===== src/rtl/text_pkg.sv =====
// Shared definitions for the text overlay: glyph cell geometry, FSM states
// and helpers for the blank code and the window bounds.
package text_pkg;
    localparam int CHAR_W = 8;
    localparam int CHAR_H = 16;

    typedef enum logic [1:0] {
        CLR_ALL  = 2'd0,
        IDLE     = 2'd1,
        CLR_LINE = 2'd2
    } state_t;

    // The blank cell is the all-ones character code
    function automatic int blank_code(input int code_w);
        return int'((32'd1 << code_w) - 32'd1);
    endfunction

    function automatic int win_x_end(input int x0, input int cols);
        return x0 + CHAR_W * cols;
    endfunction

    function automatic int win_y_end(input int y0, input int rows);
        return y0 + CHAR_H * rows;
    endfunction
endpackage


===== src/rtl/text_buf.sv =====
// Simple dual-port character buffer: one write port, one registered read port.
module text_buf #(
    parameter  int DEPTH = 128,
    parameter  int W     = 6,
    localparam int AW    = $clog2(DEPTH)
) (
    input  logic          i_clk,
    input  logic          i_we,
    input  logic [AW-1:0] i_waddr,
    input  logic [W-1:0]  i_wdata,
    input  logic [AW-1:0] i_raddr,
    output logic [W-1:0]  o_rdata
);
    logic [W-1:0] r_mem [DEPTH];
    logic [W-1:0] r_rdata;

    // Write port
    always_ff @(posedge i_clk) begin
        if (i_we) begin
            r_mem[i_waddr] <= i_wdata;
        end
    end

    // Registered read port
    always_ff @(posedge i_clk) begin
        r_rdata <= r_mem[i_raddr];
    end

    assign o_rdata = r_rdata;
endmodule


===== src/rtl/text_overlay.sv =====
// Multi-row text overlay: character buffer with cursor, backspace, clear and
// optional scrolling, plus a 3-stage render pipeline driving the red channel.
module text_overlay
    import text_pkg::*;
#(
    parameter  int COLS      = 32,
    parameter  int ROWS      = 4,
    parameter  int X0        = 192,
    parameter  int Y0        = 208,
    parameter  int CODE_W    = 6,
    parameter  int SCROLL    = 0,
    parameter  int CURSOR_EN = 1,
    localparam int CW        = (COLS > 1) ? $clog2(COLS) : 1,
    localparam int RW        = (ROWS > 1) ? $clog2(ROWS) : 1
) (
    input  logic              i_clk,
    input  logic              i_reset,
    input  logic              i_char_valid,
    input  logic [CODE_W-1:0] i_char_code,
    output logic              o_char_ready,
    input  logic              i_cmd_backspace,
    input  logic              i_cmd_clear,
    input  logic              i_video_on,
    input  logic [9:0]        i_x,
    input  logic [9:0]        i_y,
    output logic [CODE_W-1:0] o_rom_code,
    output logic [3:0]        o_rom_row,
    input  logic [7:0]        i_rom_data,
    output logic              o_vga_r,
    output logic [CW-1:0]     o_cursor_col,
    output logic [RW-1:0]     o_cursor_row,
    output logic              o_full
);
    localparam int                CELLS  = ROWS * COLS;
    localparam int                AW     = $clog2(CELLS);
    localparam int                X1     = win_x_end(X0, COLS);
    localparam int                Y1     = win_y_end(Y0, ROWS);
    localparam logic [CODE_W-1:0] BLANK  = CODE_W'(blank_code(CODE_W));
    localparam logic [RW:0]       ROWS_W = (RW+1)'(ROWS);

    // Logical rows are stored rotated by r_top so scrolling never copies data
    function automatic logic [RW-1:0] phys_row(input logic [RW-1:0] top, input logic [RW-1:0] row);
        logic [RW:0] sum;
        sum = {1'b0, top} + {1'b0, row};
        return (sum >= ROWS_W) ? RW'(sum - ROWS_W) : RW'(sum);
    endfunction

    function automatic logic [AW-1:0] cell_addr(input logic [RW-1:0] prow, input logic [CW-1:0] col);
        return AW'(prow) * AW'(COLS) + AW'(col);
    endfunction

    state_t            r_state;
    logic [CW-1:0]     r_col;
    logic [RW-1:0]     r_row;
    logic [RW-1:0]     r_top;
    logic              r_full;
    logic [AW-1:0]     r_cnt;
    logic              w_accept;
    logic [RW-1:0]     w_cur_prow;
    logic              w_we;
    logic [AW-1:0]     w_waddr;
    logic [CODE_W-1:0] w_wdata;
    logic [CODE_W-1:0] w_rdata;

    assign o_char_ready = (r_state == IDLE) && !r_full && !i_cmd_clear && !i_cmd_backspace;
    assign w_accept     = i_char_valid && o_char_ready;
    assign w_cur_prow   = phys_row(r_top, r_row);

    // Buffer write port: clear sweeps, backspace blanking and character writes
    always_comb begin
        w_we    = 1'b0;
        w_waddr = cell_addr(w_cur_prow, r_col);
        w_wdata = BLANK;
        if (i_cmd_clear) begin
            w_we = 1'b0;
        end else begin
            case (r_state)
                CLR_ALL: begin
                    w_we    = 1'b1;
                    w_waddr = r_cnt;
                end
                CLR_LINE: begin
                    w_we    = 1'b1;
                    w_waddr = cell_addr(w_cur_prow, CW'(r_cnt));
                end
                IDLE: begin
                    if (i_cmd_backspace) begin
                        if (r_full) begin
                            w_we = 1'b1;
                        end else if (r_col != '0) begin
                            w_we    = 1'b1;
                            w_waddr = cell_addr(w_cur_prow, r_col - CW'(1));
                        end else begin
                            w_we = 1'b0;
                        end
                    end else if (w_accept) begin
                        w_we    = 1'b1;
                        w_wdata = i_char_code;
                    end else begin
                        w_we = 1'b0;
                    end
                end
                default: w_we = 1'b0;
            endcase
        end
    end

    // Control FSM with cursor, scroll origin and full flag
    always_ff @(posedge i_clk) begin
        if (!i_reset || i_cmd_clear) begin
            r_state <= CLR_ALL;
            r_col   <= '0;
            r_row   <= '0;
            r_top   <= '0;
            r_full  <= 1'b0;
            r_cnt   <= '0;
        end else begin
            case (r_state)
                CLR_ALL: begin
                    if (r_cnt == AW'(CELLS - 1)) begin
                        r_state <= IDLE;
                        r_cnt   <= '0;
                    end else begin
                        r_cnt <= r_cnt + AW'(1);
                    end
                end
                CLR_LINE: begin
                    if (r_cnt == AW'(COLS - 1)) begin
                        r_state <= IDLE;
                        r_cnt   <= '0;
                    end else begin
                        r_cnt <= r_cnt + AW'(1);
                    end
                end
                IDLE: begin
                    if (i_cmd_backspace) begin
                        // When full the cursor still sits on the last cell, which is the one erased
                        if (r_full) begin
                            r_full <= 1'b0;
                        end else if (r_col != '0) begin
                            r_col <= r_col - CW'(1);
                        end
                    end else if (w_accept) begin
                        if (r_col != CW'(COLS - 1)) begin
                            r_col <= r_col + CW'(1);
                        end else if (r_row != RW'(ROWS - 1)) begin
                            r_col <= '0;
                            r_row <= r_row + RW'(1);
                        end else if (SCROLL == 0) begin
                            r_full <= 1'b1;
                        end else begin
                            r_top   <= phys_row(r_top, RW'(1));
                            r_col   <= '0;
                            r_state <= CLR_LINE;
                            r_cnt   <= '0;
                        end
                    end
                end
                default: r_state <= CLR_ALL;
            endcase
        end
    end

    logic [9:0]    w_dx;
    logic [9:0]    w_dy;
    logic [CW-1:0] w_lcol;
    logic [RW-1:0] w_lrow;
    logic          w_in_win;
    logic          w_cur_hit;
    logic [AW-1:0] w_raddr;

    assign w_in_win  = i_video_on && ({1'b0, i_x} >= 11'(X0)) && ({1'b0, i_x} < 11'(X1))
                                  && ({1'b0, i_y} >= 11'(Y0)) && ({1'b0, i_y} < 11'(Y1));
    assign w_dx      = i_x - 10'(X0);
    assign w_dy      = i_y - 10'(Y0);
    assign w_lcol    = CW'(w_dx >> $clog2(CHAR_W));
    assign w_lrow    = RW'(w_dy >> $clog2(CHAR_H));
    assign w_raddr   = cell_addr(phys_row(r_top, w_lrow), w_lcol);
    assign w_cur_hit = (CURSOR_EN != 0) && w_in_win && (w_lcol == r_col) && (w_lrow == r_row)
                       && (i_y[3:0] == 4'hF);

    text_buf #(.DEPTH(CELLS), .W(CODE_W)) u_buf (
        .i_clk   (i_clk),
        .i_we    (w_we),
        .i_waddr (w_waddr),
        .i_wdata (w_wdata),
        .i_raddr (w_raddr),
        .o_rdata (w_rdata)
    );

    logic       r_v1, r_cur1, r_v2, r_cur2, r_blank2, r_vga_r;
    logic [3:0] r_row1;
    logic [2:0] r_bit1, r_bit2;

    // Render pipeline: address, buffer/ROM lookup, then pixel register
    always_ff @(posedge i_clk) begin
        if (!i_reset) begin
            r_v1     <= 1'b0;
            r_cur1   <= 1'b0;
            r_row1   <= 4'd0;
            r_bit1   <= 3'd0;
            r_v2     <= 1'b0;
            r_cur2   <= 1'b0;
            r_blank2 <= 1'b0;
            r_bit2   <= 3'd0;
            r_vga_r  <= 1'b0;
        end else begin
            r_v1     <= w_in_win;
            r_cur1   <= w_cur_hit;
            r_row1   <= i_y[3:0];
            r_bit1   <= i_x[2:0];
            r_v2     <= r_v1;
            r_cur2   <= r_cur1;
            r_blank2 <= (w_rdata == BLANK);
            r_bit2   <= r_bit1;
            r_vga_r  <= (r_v2 && !r_blank2 && i_rom_data[3'd7 - r_bit2]) || r_cur2;
        end
    end

    assign o_rom_code   = w_rdata;
    assign o_rom_row    = r_row1;
    assign o_vga_r      = r_vga_r;
    assign o_cursor_col = r_col;
    assign o_cursor_row = r_row;
    assign o_full       = r_full;
endmodule

===== config.mk =====
export PLATFORM = sky130hd
export DESIGN_NAME = text_overlay
export DESIGN_NICKNAME = d
export VERILOG_FILES = /design/src/rtl/text_pkg.sv /design/src/rtl/text_buf.sv /design/src/rtl/text_overlay.sv
export SDC_FILE = /design/constraint.sdc
export NUM_CORES = 1
export LEC_CHECK = 0
export BUFFER_PORTS_ARGS = -buffer_cell sky130_fd_sc_hd__buf_2
export CORE_AREA = 2 2 270 272
export DETAILED_ROUTE_END_ITERATION = 10
export DIE_AREA = 0 0 272 274
export SETUP_SLACK_MARGIN = 0.3
export SYNTH_ARGS = -nofsm -noshare
export SYNTH_HDL_FRONTEND = slang
export SYNTH_SLANG_ARGS = --single-unit

===== constraint.sdc =====
create_clock -name i_clk -period 5.15 [get_ports i_clk]
set_input_delay 1.03 -clock i_clk [delete_from_list [all_inputs] [get_ports i_clk]]
set_output_delay 1.03 -clock i_clk [all_outputs]
set_load 0.05 [all_outputs]

After elaboration in Yosys (flattened, before gate mapping) --
Memories as Yosys holds them, arrays and structs flattened. A register that Yosys moved wholly into a read port is not among the register bits. Index checks and enable logic that the tools add are counted. Widths: inputs -> output; s select.
Storage, ports and cells: memories kept 1, logic and storage cells 121, bits of input ports 40, flip-flop bits (word level) 33, RAM bits 768
Cells by class: equality and inequality tests 16, reductions and logical operators 30, bitwise logic cells 3, add/subtract/negate cells 13, $lt $le $gt $ge 7, muxes and demuxes 37
Memory list:
- u_buf.r_mem | depth 128, width 6, read ports 1, clocked after memory_dff 1, wr ports 1, RTL line text_buf.sv:14 | logic [W-1:0] r_mem [DEPTH];
Operators with widths (number):
- $mux 7 | 6
- $mux 5 | 6
- $add 7x5->7 | 4
- $mux 6 | 4
- $pmux 7 s3 | 1
- $ge 10x8->1 const B | 2
- $lt 10x9->1 const B | 2
- $pmux 7 s2 | 1
- $logic_and 1x1->1 | 13
- $mux 1 | 12
- $ne 2x2->1 const B | 6
- $reduce_and 5->1 | 2
- $mux 2 | 4
- $sub 8x8->8 const B | 1
- $add 7x1->7 const B | 1
- $eq 7x5->1 const B | 1
- $eq 7x7->1 const B | 1
- $eq 6x6->1 const B | 1
- $ge 2x3->1 const B | 2
- $pmux 2 s3 | 1
- $sub 6x5->6 const B | 1
- $add 5x1->5 const B | 1
- $eq 5x5->1 | 1
- $logic_not 1->1 | 5
- 22 further kinds | 27

Depth between registers and ports, before layout --
Gate-level depths: netlist (run 1).
depth in word-level cells 11, gate-level depth with buffers 12, gate-level depth less buffers 9

Modules after synthesis --
A second synthesis (run 1) with hierarchy kept.
Second synthesis, totals: cells, all modules 1488, area, all modules 31845.5 sq um
Modules (own cells, without submodules):
- text_buf | sequential area each 23182.2 sq um, instances 1, cells each 1271, area each 29923.7 sq um
- text_overlay | sequential area each 640.6 sq um, instances 1, cells each 217, area each 1921.8 sq um

Least setup slack after synthesis (run 1) --
OpenSTA, ideal clock, no wires.
kind in2reg, from in i_cmd_clear, to mem u_buf.r_mem[0][0] (data pin), slack -340 ps, setup time 746 ps, arrival 4744 ps, cell stages on the path 5, cell sequence clkbuf_1 -> nor4b_1 -> and2_1 -> clkbuf_1 -> nand2b_1
Between the ends: word-level cells in the longest chain between the ends 8
Ends and longest elaborated chain:
- from (decl) | RTL line text_overlay.sv:22 | input logic i_cmd_clear,
- $logic_not 1->1 | RTL line text_overlay.sv:65 | assign o_char_ready = (r_state == IDLE) && !r_full && !i_cmd_clear && !i_cmd_backspace;
- $logic_and 1x1->1 (2 in a row) | RTL line text_overlay.sv:65
- net o_char_ready | RTL line text_overlay.sv:20 | output logic o_char_ready,
- $logic_and 1x1->1 | RTL line text_overlay.sv:66 | assign w_accept = i_char_valid && o_char_ready;
- $mux 6 | RTL line text_overlay.sv:96 | end else if (w_accept) begin
- $mux 6 | RTL line text_overlay.sv:87 | if (i_cmd_backspace) begin
- $mux 6 | RTL line text_overlay.sv:77 | case (r_state)
- $mux 6 | RTL line text_overlay.sv:74 | if (i_cmd_clear) begin
- net u_buf.i_wdata[0] | RTL line text_buf.sv:10 | input logic [W-1:0] i_wdata,
- to (decl) | RTL line text_buf.sv:14
The timed path passes the listed nets, and every way through them passes these cells.

Worst setup path after layout (run 1) --
from reg r_col[0], in the netlist o_cursor_col[0], to mem u_buf.r_mem[102][1] (enable)
Between the ends: word-level cells in the longest chain between the ends 8
Ends and longest elaborated chain:
- from (decl) | RTL line text_overlay.sv:53 | logic [CW-1:0] r_col;
- from (signal assigned) | RTL line text_overlay.sv:141 | r_col <= r_col - CW'(1);
- from (signal assigned) | RTL line text_overlay.sv:145 | r_col <= r_col + CW'(1);
- parallel branches: the longest is 8 deep, another holds $add 7x5->7
Several ways; the timed one is not identified.

==> metrics.cfg, run 1 <==
[outcome]
outcome = finished, final reports clean

[clock_network]
cts_resized = 0
cts_buffers = 82
cts_sinks = 806
cts-root-buf = clkbuf_16
clk_pin_slew_ns = 0.06
clk_latency_ns = 0.64
cts_tree = built
clock_path_buffers = 3
h-tree-depth = 3
postCtsHoldBufs = 0
cts_setup_buffers = 0

[min_path]
hold_class = reg -> reg

[timing]
timing.slew.headroom_pct = 17.4
fin_setup_tns_ns = 0
whs_ns = 0.433
rsz0062_at_grt = no
slew_viol_final = 0
setup_viol_count_final = 0
worst_clock_skew_ns = 0.0288
worstMarginPinSlew_ns = 1.24
fmax_ghz = 0.261
hold_violations = 0
fin_crit_ns = 3.82
period_share_pct = 74.3

[placed_design]
portBuffers = 59
place.gp.congestion = 0.800
dp.final_hpwl_um = 44400

[global_routing]
grt_use_met3_pct = 4.22
grt.total_usage_pct = 19.9
gr-usage-met1_pct = 27.6
grtUsageMet2_pct = 31.9
grt_pass1_wl_um = 108000
grt_pass1_vias = 15600
grt_max_degree = 96
grt_overflow = 0
grt_most_used_layer = met2
antenna_found_initial = 2

[routing]
drtIter0Drc = 1469
first_pass_iters = 5
routed_wl_um = 72900
drc = 0
routed_via_density = 5.77
ant_nets = 0
routedWlPerCell_um = 27.8
vias = 15100

[finish]
num-fill-cells = 5631
antenna_cells = 0
multiInputGateArea_mm2 = 0.00770
layout-drive-gt1-share_pct = 29.4
syn2layout_area_growth_pct = 13.1
final_nets = 1645
seq_area_mm2 = 0.0238

[yosys]
synth_area_leader_cell = edfxtp_1
synth_edf_count = 768
synth.distinct_cells = 55
synth_area_leaders = edfxtp_1 (72%), mux4_2 (18%), dfxtp_1 (2.4%)
synth_top_cell_area_share_pct = 72.3
synthArstFlopShare_pct = 0
synthFlopType = edfxtp_1
syn_nets = 1559
ys_seq_area_share_pct = 74.7
ys_warn_count = 0
syn_area_per_cell_um2 = 21.1
synth-seq-cells = 806
syn_area_mm2 = 0.0319
syn-instance-count = 1510

[critical_path]
critPathKind = reg -> reg
worst-endpoint-required_ns = 5.40
cp.arrival_ns = 4.07
endpoint_kind = flop
critPathLaunchType = flop
cp_max_fo = 14

[floorplan]
die_width_um = 272
num_rows = 99
start_util_pct = 44.3
pin_count = 60
die_y_um = 274
dieArea_mm2 = 0.0745
core_area_mm2 = 0.0720

[power]
ir_drop_mv = 0.217
p_per_area_mw_per_mm2 = 370
leakage_nw = 13.1

[job]
cap_viol_max_count = 0

==> stage by stage <==
stage	cells	instance area [um2]	worst slack (ns)	power (mW)	util, %
2_1_floorplan	1510	31900	0.451	7.48	-
3_3_place_gp	2471	33400	1.07	7.59	46.4
3_5_place_dp	2471	33400	0.912	7.60	46.4
4_1_cts	2618	36000	1.28	13.4	50.1
5_1_grt	2618	36000	1.04	13.7	50.1
6_report	2618	36000	1.33	13.3	50.1
==> synth_stat cells (4+ instances only) <==
cell type	number
xnor2_1	5
buf_1	10
nand4_1	4
nand3_1	23
xor2_1	10
nor4_1	6
and2_1	13
ha_1	9
or3_1	6
inv_1	11
dfxtp_1	38
mux4_2	254
a211oi_1	4
nand2b_1	13
buf_2	25
o21ai_0	12
nand2_1	11
a21oi_1	14
edfxtp_1	768
or2_2	8
clkbuf_1	49
nor2b_1	4
mux2_2	8
nor2_1	155
nor3_1	6
==> routing by layer <==
| metal | share of wire [%] | up-vias | routed length, um |
|---|---|---|---|
| li1 | - | 6429 | - |
| met1 | 43 | 8087 | 31100 |
| met2 | 48 | 467 | 35300 |
| met3 | 6.5 | 112 | 4720 |
| met4 | 2.4 | 4 | 1730 |
| met5 | 0.034 | - | 25 |
==> area by class of cell <==
| type | count | share of cell area, % |
|---|---|---|
| Clock buffer | 109 | 6.40 |
| Multi-Input combinational cell | 605 | 21.3 |
| Sequential cell | 806 | 66.1 |
| Tap cell | 959 | 3.33 |
| Timing Repair Buffer | 89 | 1.71 |
| Clock inverter | 38 | 1.00 |
| Inverter | 12 | 0.125 |
==> critical path: stages, from the launching register on <==
cell and delay (ns):
dfxtp_1 0.47, inv_1 0.19, ha_1 0.17, or4b_1 0.60, and4_4 0.26, o21ai_1 0.26
nand3_1 0.25, or2_2 0.64, nor2_1 0.61
==> path summary, 6_finish.rpt <==
path              depth (start not counted)                    startpoint                            end  slack (ns)
setup / recovery                          8  o_cursor_col[0]$_SDFFE_PP0P_  u_buf.r_mem[102][1]$_DFFE_PP_        1.33
hold / removal                            1             r_cur1$_SDFF_PN0_              r_cur2$_SDFF_PN0_        0.43
setup reg to reg                          8  o_cursor_col[0]$_SDFFE_PP0P_  u_buf.r_mem[102][1]$_DFFE_PP_        1.33
hold reg to reg                           1             r_cur1$_SDFF_PN0_              r_cur2$_SDFF_PN0_        0.43
==> cells in the final DEF, fill, tap and decap left out, types with 6 or more instances in the layout <==
| cell | instances |
|---|---|
| and2_1 | 13 |
| a21oi_1 | 14 |
| buf_2 | 56 |
| nand2b_1 | 7 |
| clkbuf_8 | 8 |
| buf_12 | 6 |
| nand2b_4 | 6 |
| nand3_1 | 23 |
| nor3_1 | 6 |
| o21ai_0 | 12 |
| mux4_2 | 254 |
| buf_4 | 25 |
| clkbuf_1 | 16 |
| nand2_1 | 11 |
| edfxtp_1 | 768 |
| clkbuf_16 | 86 |
| clkinv_1 | 14 |
| clkinv_2 | 10 |
| or2_2 | 8 |
| nor2_1 | 155 |
| nor4_1 | 6 |
| xor2_1 | 10 |
| inv_1 | 11 |
| dfxtp_1 | 38 |
| ha_1 | 8 |
| mux2_2 | 8 |
| or3_1 | 6 |
==> state kept, by name (all words and copies together), names as in the netlist, 2 cells and up <==
| name | count |
|---|---|
| u_buf.o_rdata | 6 |
| u_buf.r_mem | 768 |
| o_rom_row | 4 |
| r_bit2 | 3 |
| o_cursor_row | 2 |
| o_cursor_col | 5 |
| r_cnt | 7 |
| r_bit1 | 3 |
==> kinds of logic (layout without fill, tap and decap cells) <==
kind of cell | after synthesis | in the layout | share of synthesized area, %
DFF | 806 | 806 | 74.7
muxes | 264 | 264 | 18.3
and+or+nand+nor | 264 | 264 | 3.85
buffers and inverters | 99 | 248 | 1.30
AOI/OAI and AO/OA | 53 | 53 | 1.06
xor gates and xnor gates | 15 | 15 | 0.412
adders and majority gates | 9 | 9 | 0.353
==> power by group <==
part	switching [mW]	total, mW	leakage [nW]	internal [mW]
Clock	2.46	5.88	1.30	3.41
Combinational	0.216	0.372	2.72	0.156
Sequential	0.00554	7.08	9.13	7.07
Total	2.68	13.3	13.1	10.6
No activity file was read; power rests on OpenSTA's default activity.
==> inputs of run 2 (changes only) <==
- ABC_AREA: not set -> 1
- CORE_AREA: 2 2 270 272 -> 2 2 276 278
- DIE_AREA: 0 0 272 274 -> 0 0 278 280
- clock period: 5.15 -> 3.42 ns (I/O delays scaled with it)
==> metrics.cfg, run 2 <==
[outcome]
outcome = finished, final reports clean

[placed_design]
dp_slack_ns = 0.207  ; -0.705 ns
place.gp.congestion = 0.879  ; +9.8%
post_dp_cell_area_mm2 = 0.0358  ; +7.4%
portBuffers = 59  ; unchanged
placed_cells = 4025  ; +63%
dp.final_hpwl_um = 53400  ; +20%

[yosys]
synth_area_leader_cell = edfxtp_1
synthTopCellsByCount = nand2_1 (959), edfxtp_1 (768), nand3_1 (718)
ys_warn_count = 0  ; unchanged
syn_area_mm2 = 0.0334  ; +4.8%
synth_edf_count = 768  ; unchanged
synth.most_common_cell = nand2_1
synthFlopType = edfxtp_1
syn_area_per_cell_um2 = 11.1  ; -47%
synth_top_cell_area_share_pct = 69.0  ; -3.3 points
syn_nets = 3048  ; +96%
synth.distinct_cells = 41  ; -25%
ys_seq_area_share_pct = 71.3  ; -3.5 points
syn-instance-count = 2999  ; +99%
synth_area_leaders = edfxtp_1 (69%), nand2_1 (11%), nand3_1 (11%)
synth-seq-cells = 806  ; unchanged
synthArstFlopShare_pct = 0  ; unchanged

[finish]
antenna_cells = 0  ; unchanged
layout-drive-gt1-share_pct = 12.1  ; -17 points
syn2layout_area_growth_pct = 15.0
regMostFlops = u_buf.r_mem
final_nets = 3181  ; +93%
stdcell_count = 4166  ; +59%
utilization_pct = 51.1  ; +1.0 points
layout_common_cells = nand2_1 (959), edfxtp_1 (768), nand3_1 (718)
fin_area_mm2 = 0.0384  ; +6.6%
final_common_cell = nand2_1
largest_reg_flops = 768  ; unchanged

[clock_network]
cts_sinks = 806  ; unchanged
h-tree-depth = 3  ; unchanged
clock_path_buffers = 3  ; unchanged
cts_setup_buffers = 0  ; unchanged
cts_buffers = 83  ; +1.2%
clk_latency_ns = 0.64  ; about the same
postCtsHoldBufs = 0  ; unchanged
cts_tree = built
cts-root-buf = clkbuf_16
cts_resized = 0  ; unchanged
clk_pin_slew_ns = 0.06  ; about the same

[global_routing]
antenna_found_initial = 0  ; -2
grt_use_met3_pct = 2.99  ; -1.2 points
grt_max_degree = 116  ; +21%
grt_most_used_layer = met2
grt_pass1_vias = 22600  ; +45%
grt_overflow = 0  ; unchanged
gr-usage-met1_pct = 31.6  ; +4.0 points
grt_pass1_wl_um = 134000  ; +25%
grt.total_usage_pct = 22.7  ; +2.7 points
grtUsageMet2_pct = 36.8  ; +4.9 points

[floorplan]
core_area_mm2 = 0.0752  ; +4.5%
num_rows = 101  ; +2.0%
pin_count = 60  ; unchanged
die_y_um = 280  ; +2.2%
start_util_pct = 44.5  ; +0.16 points
dieArea_mm2 = 0.0778  ; +4.4%
die_width_um = 278  ; +2.2%

[routing]
first_pass_iters = 5  ; unchanged
routed_via_density = 5.55  ; -3.8%
routedWlPerCell_um = 21.4  ; -23%
ant_nets = 0  ; unchanged
drc = 0  ; unchanged
vias = 23100  ; +53%
routed_wl_um = 89000  ; +22%
drtIter0Drc = 2638  ; +80%

[timing]
worst_clock_skew_ns = 0.0227  ; -0.00614 ns
whs_ns = 0.230  ; -0.202 ns
worstMarginPinSlew_ns = 0.723  ; -0.516 ns
slew_viol_final = 0  ; unchanged
timing.slew.headroom_pct = 51.8  ; +34 points
hold_violations = 0  ; unchanged
fmax_ghz = 0.340  ; +30%
setup_slack_ns = 0.481  ; -0.844 ns
fin_crit_ns = 2.94  ; -0.886 ns
setup_viol_count_final = 0  ; unchanged
rsz0062_at_grt = no
fin_setup_tns_ns = 0  ; unchanged
period_share_pct = 85.9  ; +12 points

[critical_path]
critPathLaunchType = flop
critPathKind = reg -> reg
cp_max_fo = 7  ; -7
endpoint_kind = flop
worst-endpoint-required_ns = 3.76  ; -1.64 ns
cp.arrival_ns = 3.28  ; -0.79 ns

[power]
ir_drop_mv = 0.377  ; +74%
leakage_nw = 15.0  ; +14%
total_power_mw = 20.4  ; +53%
p_per_area_mw_per_mm2 = 531  ; +44%

[job]
cap_viol_max_count = 0  ; unchanged

[min_path]
hold_class = in -> reg

==> run 2: cell types whose count changed after synthesis, sizes merged, moves of 10 or more <==
cell	delta
a21oi	+10
and2	-11
buf	+45
clkbuf	+50
inv	+52
mux4	-254
nand2	+948
nand2b	-13
nand3	+704
nor2	+13
==> run 2: cell families (layout without fill, tap and decap cells) <==
| kind of cell | Yosys count | count (layout) | share of synthesized area [%] |
|---|---|---|---|
| AND/OR/NAND/NOR | 1876 | 1876 | 24.2 |
| flip-flops | 806 | 806 | 71.3 |
| buffers and inverters | 245 | 434 | 2.97 |
| AO/OA/AOI/OAI | 57 | 57 | 1.07 |
| adder cells (fa/ha/maj) | 9 | 9 | 0.337 |
| XOR/XNOR | 6 | 6 | 0.157 |
==> run 2: critical path, stage by stage, from the launching register on <==
cell	delay [ns]
dfxtp_1	0.52
inv_1	0.16
ha_1	0.35
nor2_1	0.05
nand3_1	0.09
o21ai_0	0.10
a21oi_2	0.18
inv_2	0.06
nor2_2	0.17
nand3_2	0.34
buf_4	0.34
nor2_1	0.12
buf_4	0.16
==> run 2: power breakdown <==
group	internal (mW)	switching (mW)
Sequential	10.7	0.0235
Combinational	0.286	0.770
Clock	5.01	3.67
Total	16.0	4.46
==> run 2: path summary, 6_finish.rpt <==
kind	end	startpoint	slack [ns]	depth (start not counted)
max	u_buf.r_mem[112][0]$_DFFE_PP_	o_cursor_col[1]$_SDFFE_PP0P_	0.48	12
max reg2reg	u_buf.r_mem[112][0]$_DFFE_PP_	o_cursor_col[1]$_SDFFE_PP0P_	0.48	12
min reg2reg	r_v2$_SDFF_PN0_	r_v1$_SDFF_PN0_	0.40	2
min	r_bit1[0]$_SDFF_PN0_	i_x[0]	0.23	3
==> run 2: cell type report <==
type                       count  area (um2)
clock buffer                 104        2210
clock inverter                37         353
fill                        6475       36800
inverter                      63         250
multi-input combinational   1948        8650
sequential                   806       23800
tap                          978        1220
timing repair buffer         230        1920
==> run 2: metal layers <==
metal	up-vias	share of wire (%)
met5	-	0
met4	0	3.0
met3	176	6.3
met2	882	47
met1	11300	44
li1	10700	-
==> inputs of run 3 (changes only) <==
- ABC_AREA: 1 -> not set
- CORE_AREA: 2 2 276 278 -> 2 2 270 272
- DIE_AREA: 0 0 278 280 -> 0 0 272 274
- MAX_ROUTING_LAYER: not set -> met4
- clock period: 3.42 -> 3.14 ns (I/O delays scaled with it)
==> metrics.cfg, run 3 (synthesis gave the netlist of run 1 again) <==
[outcome]
outcome = finished, final reports clean

[timing]
timing.slew.headroom_pct = 52.8  ; +1.0 points
worstMarginPinSlew_ns = 0.704  ; -0.0192 ns
setup_viol_count_final = 0  ; unchanged
worst_clock_skew_ns = 0.0329  ; +0.0102 ns
slew_viol_final = 0  ; unchanged
fin_crit_ns = 2.90  ; -0.0388 ns
period_share_pct = 92.3  ; +6.4 points
fmax_ghz = 0.345  ; +1.3%
whs_ns = 0.198  ; -0.0325 ns
rsz0062_at_grt = yes
hold_violations = 0  ; unchanged

[critical_path]
slowest_delay_ns = 0.49  ; -0.03 ns
worst-endpoint-required_ns = 3.48  ; -0.28 ns
reg2regPathDepth = 11  ; -1
cp.arrival_ns = 3.24  ; -0.04 ns
ff2ff_setup_slack_ns = 0.24  ; -0.24 ns
cpMostUsedCell = buf_4
endpoint_kind = flop
critPathKind = reg -> reg
critPathSlowestCell = or4b_4
rr_startpoint = o_cursor_col[1]$_SDFFE_PP0P_
cp_max_fo = 8  ; +1
critPathLaunchType = flop
r2r_end = u_buf.r_mem[73][4]$_DFFE_PP_
crit_chain = inv_6 > ha_4 > or4b_4 > buf_4 > a211o_1 > nand2_2 > a31oi_4 > buf_12 > or3_4 > nor2_1 > buf_4

[finish]
final_nets = 1829  ; -43%
final_common_cell = edfxtp_1
layout_common_cells = edfxtp_1 (768), mux4_2 (254), buf_4 (141)
layout-drive-gt1-share_pct = 42.7  ; +31 points
syn2layout_area_growth_pct = 22.3
antenna_cells = 0  ; unchanged
fin_area_mm2 = 0.0390  ; +1.5%
largest_reg_flops = 768  ; unchanged
regMostFlops = u_buf.r_mem
utilization_pct = 54.2  ; +3.1 points

[global_routing]
grt_pass1_vias = 16600  ; -27%
grt_pass1_wl_um = 111000  ; -17%
antenna_found_initial = 0  ; unchanged
grt_max_degree = 129  ; +11%
grt.total_usage_pct = 21.1  ; -1.5 points
grt_overflow = 0  ; unchanged

[min_path]
worst_hold_startpoint = i_x[0]
hold_class = in -> reg
min_path_cells = 2  ; -1
holdPathEnd = r_bit1[0]$_SDFF_PN0_

[clock_network]
cts_sinks = 806  ; unchanged
clock_path_buffers = 3  ; unchanged
cts_buffers = 83  ; unchanged
clk_pin_slew_ns = 0.06  ; about the same
cts-root-buf = clkbuf_16
cts_tree = built
clk_latency_ns = 0.64  ; about the same
postCtsHoldBufs = 0  ; unchanged
h-tree-depth = 3  ; unchanged

[placed_design]
place.gp.congestion = 0.819  ; -6.8%
post_dp_cell_area_mm2 = 0.0356  ; -0.78%
dp.final_hpwl_um = 46500  ; -13%
portBuffers = 59  ; unchanged

[floorplan]
die_y_um = 274  ; -2.1%
num_rows = 99  ; -2.0%
die_width_um = 272  ; -2.2%
start_util_pct = 44.3  ; -0.16 points
dieArea_mm2 = 0.0745  ; -4.3%
pin_count = 60  ; unchanged
core_area_mm2 = 0.0720  ; -4.3%

[power]
p_per_area_mw_per_mm2 = 568  ; +6.9%
leakage_nw = 14.4  ; -3.8%
ir_drop_mv = 0.320  ; -15%

[routing]
vias = 15800  ; -32%
drtIter0Drc = 1485  ; -44%
first_pass_iters = 5  ; unchanged
drc = 0  ; unchanged
routed_via_density = 5.62  ; +1.4%
routed_wl_um = 75000  ; -16%
ant_nets = 0  ; unchanged
routedWlPerCell_um = 26.7  ; +25%

[job]
cap_viol_max_count = 0  ; unchanged

-- run 3: cell types whose count changed in the layout (fill, tap and decap cells not counted), sizes merged, moves of 11 or more --
cell / change
inv: -51
and2: +11
buf: +40
nor2: -13
nand2: -948
nand3: -704
nand2b: +13
mux4: +254
-- run 3: critical path: cells and delay by family, from the launching register on --
| kind | cells | cell delay (ns) |
|---|---|---|
| and+or+nand+nor | 4 | 1.19 |
| AOI/OAI and AO/OA | 2 | 0.38 |
| DFF | 1 | 0.35 |
| buffers and inverters | 4 | 0.58 |
| adders and majority gates | 1 | 0.12 |
-- run 3: layout make-up --
class | instances | area, um2
Clock inverter | 43 | 443
Fill cell | 5422 | 33000
Tap cell | 959 | 1200
Timing Repair Buffer | 272 | 2670
Inverter | 12 | 50.0
Multi-Input combinational cell | 605 | 8550
Clock buffer | 110 | 2250
Sequential cell | 806 | 23800
-- run 3: how the worst max path moves through the flow --
stage / from / to / slack [ns] / cells past startpoint
2_1_floorplan: i_x[3] / u_buf.o_rdata[0]$_DFF_P_ / -0.004 / 6
3_3_place_gp: i_x[3] / u_buf.o_rdata[1]$_DFF_P_ / -0.15 / 7
3_5_place_dp: i_x[3] / u_buf.o_rdata[1]$_DFF_P_ / -0.15 / 7
4_1_cts: o_cursor_col[1]$_SDFFE_PP0P_ / u_buf.r_mem[54][5]$_DFFE_PP_ / 0.30 / 11
5_1_grt: o_cursor_col[1]$_SDFFE_PP0P_ / u_buf.r_mem[38][1]$_DFFE_PP_ / 0.18 / 11
6_report: o_cursor_col[1]$_SDFFE_PP0P_ / u_buf.r_mem[73][4]$_DFFE_PP_ / 0.24 / 11
-- run 3: report_power, final --
part | internal [mW] | switching [mW] | total [mW]
Sequential | 11.6 | 0.0103 | 11.6
Combinational | 0.375 | 0.412 | 0.787
Clock | 5.71 | 4.04 | 9.75
Total | 17.7 | 4.46 | 22.1
-- run 3: routing by layer --
metal | vias to the layer above | track usage [%] | share of wire [%]
met4 | 0 | 5.16 | 1.7
met2 | 412 | 33.8 | 50
met5 | - | - | 0
met3 | 92 | 3.10 | 5.1
li1 | 6817 | - | -
met1 | 8466 | 28.9 | 44
-- run 3: per-stage QoR --
step / std cells / setup WS (ns) / power (mW) / setup TNS, ns
2_1_floorplan: 1510 / -0.00360 / 12.3 / -0.0216
3_3_place_gp: 2628 / -0.148 / 12.6 / -0.652
3_5_place_dp: 2628 / -0.150 / 12.6 / -0.655
4_1_cts: 2795 / 0.302 / 22.3 / 0
5_1_grt: 2807 / 0.177 / 22.8 / 0
6_report: 2807 / 0.240 / 22.1 / 0
-- run 3: what timing repair did --
action / CTS / global route
gates cloned: 0 / 1
resized for setup: 39 / 71
setup endpoints to repair: 717 / 614
setup buffers: 14 / 11
pin swaps: 13 / 27
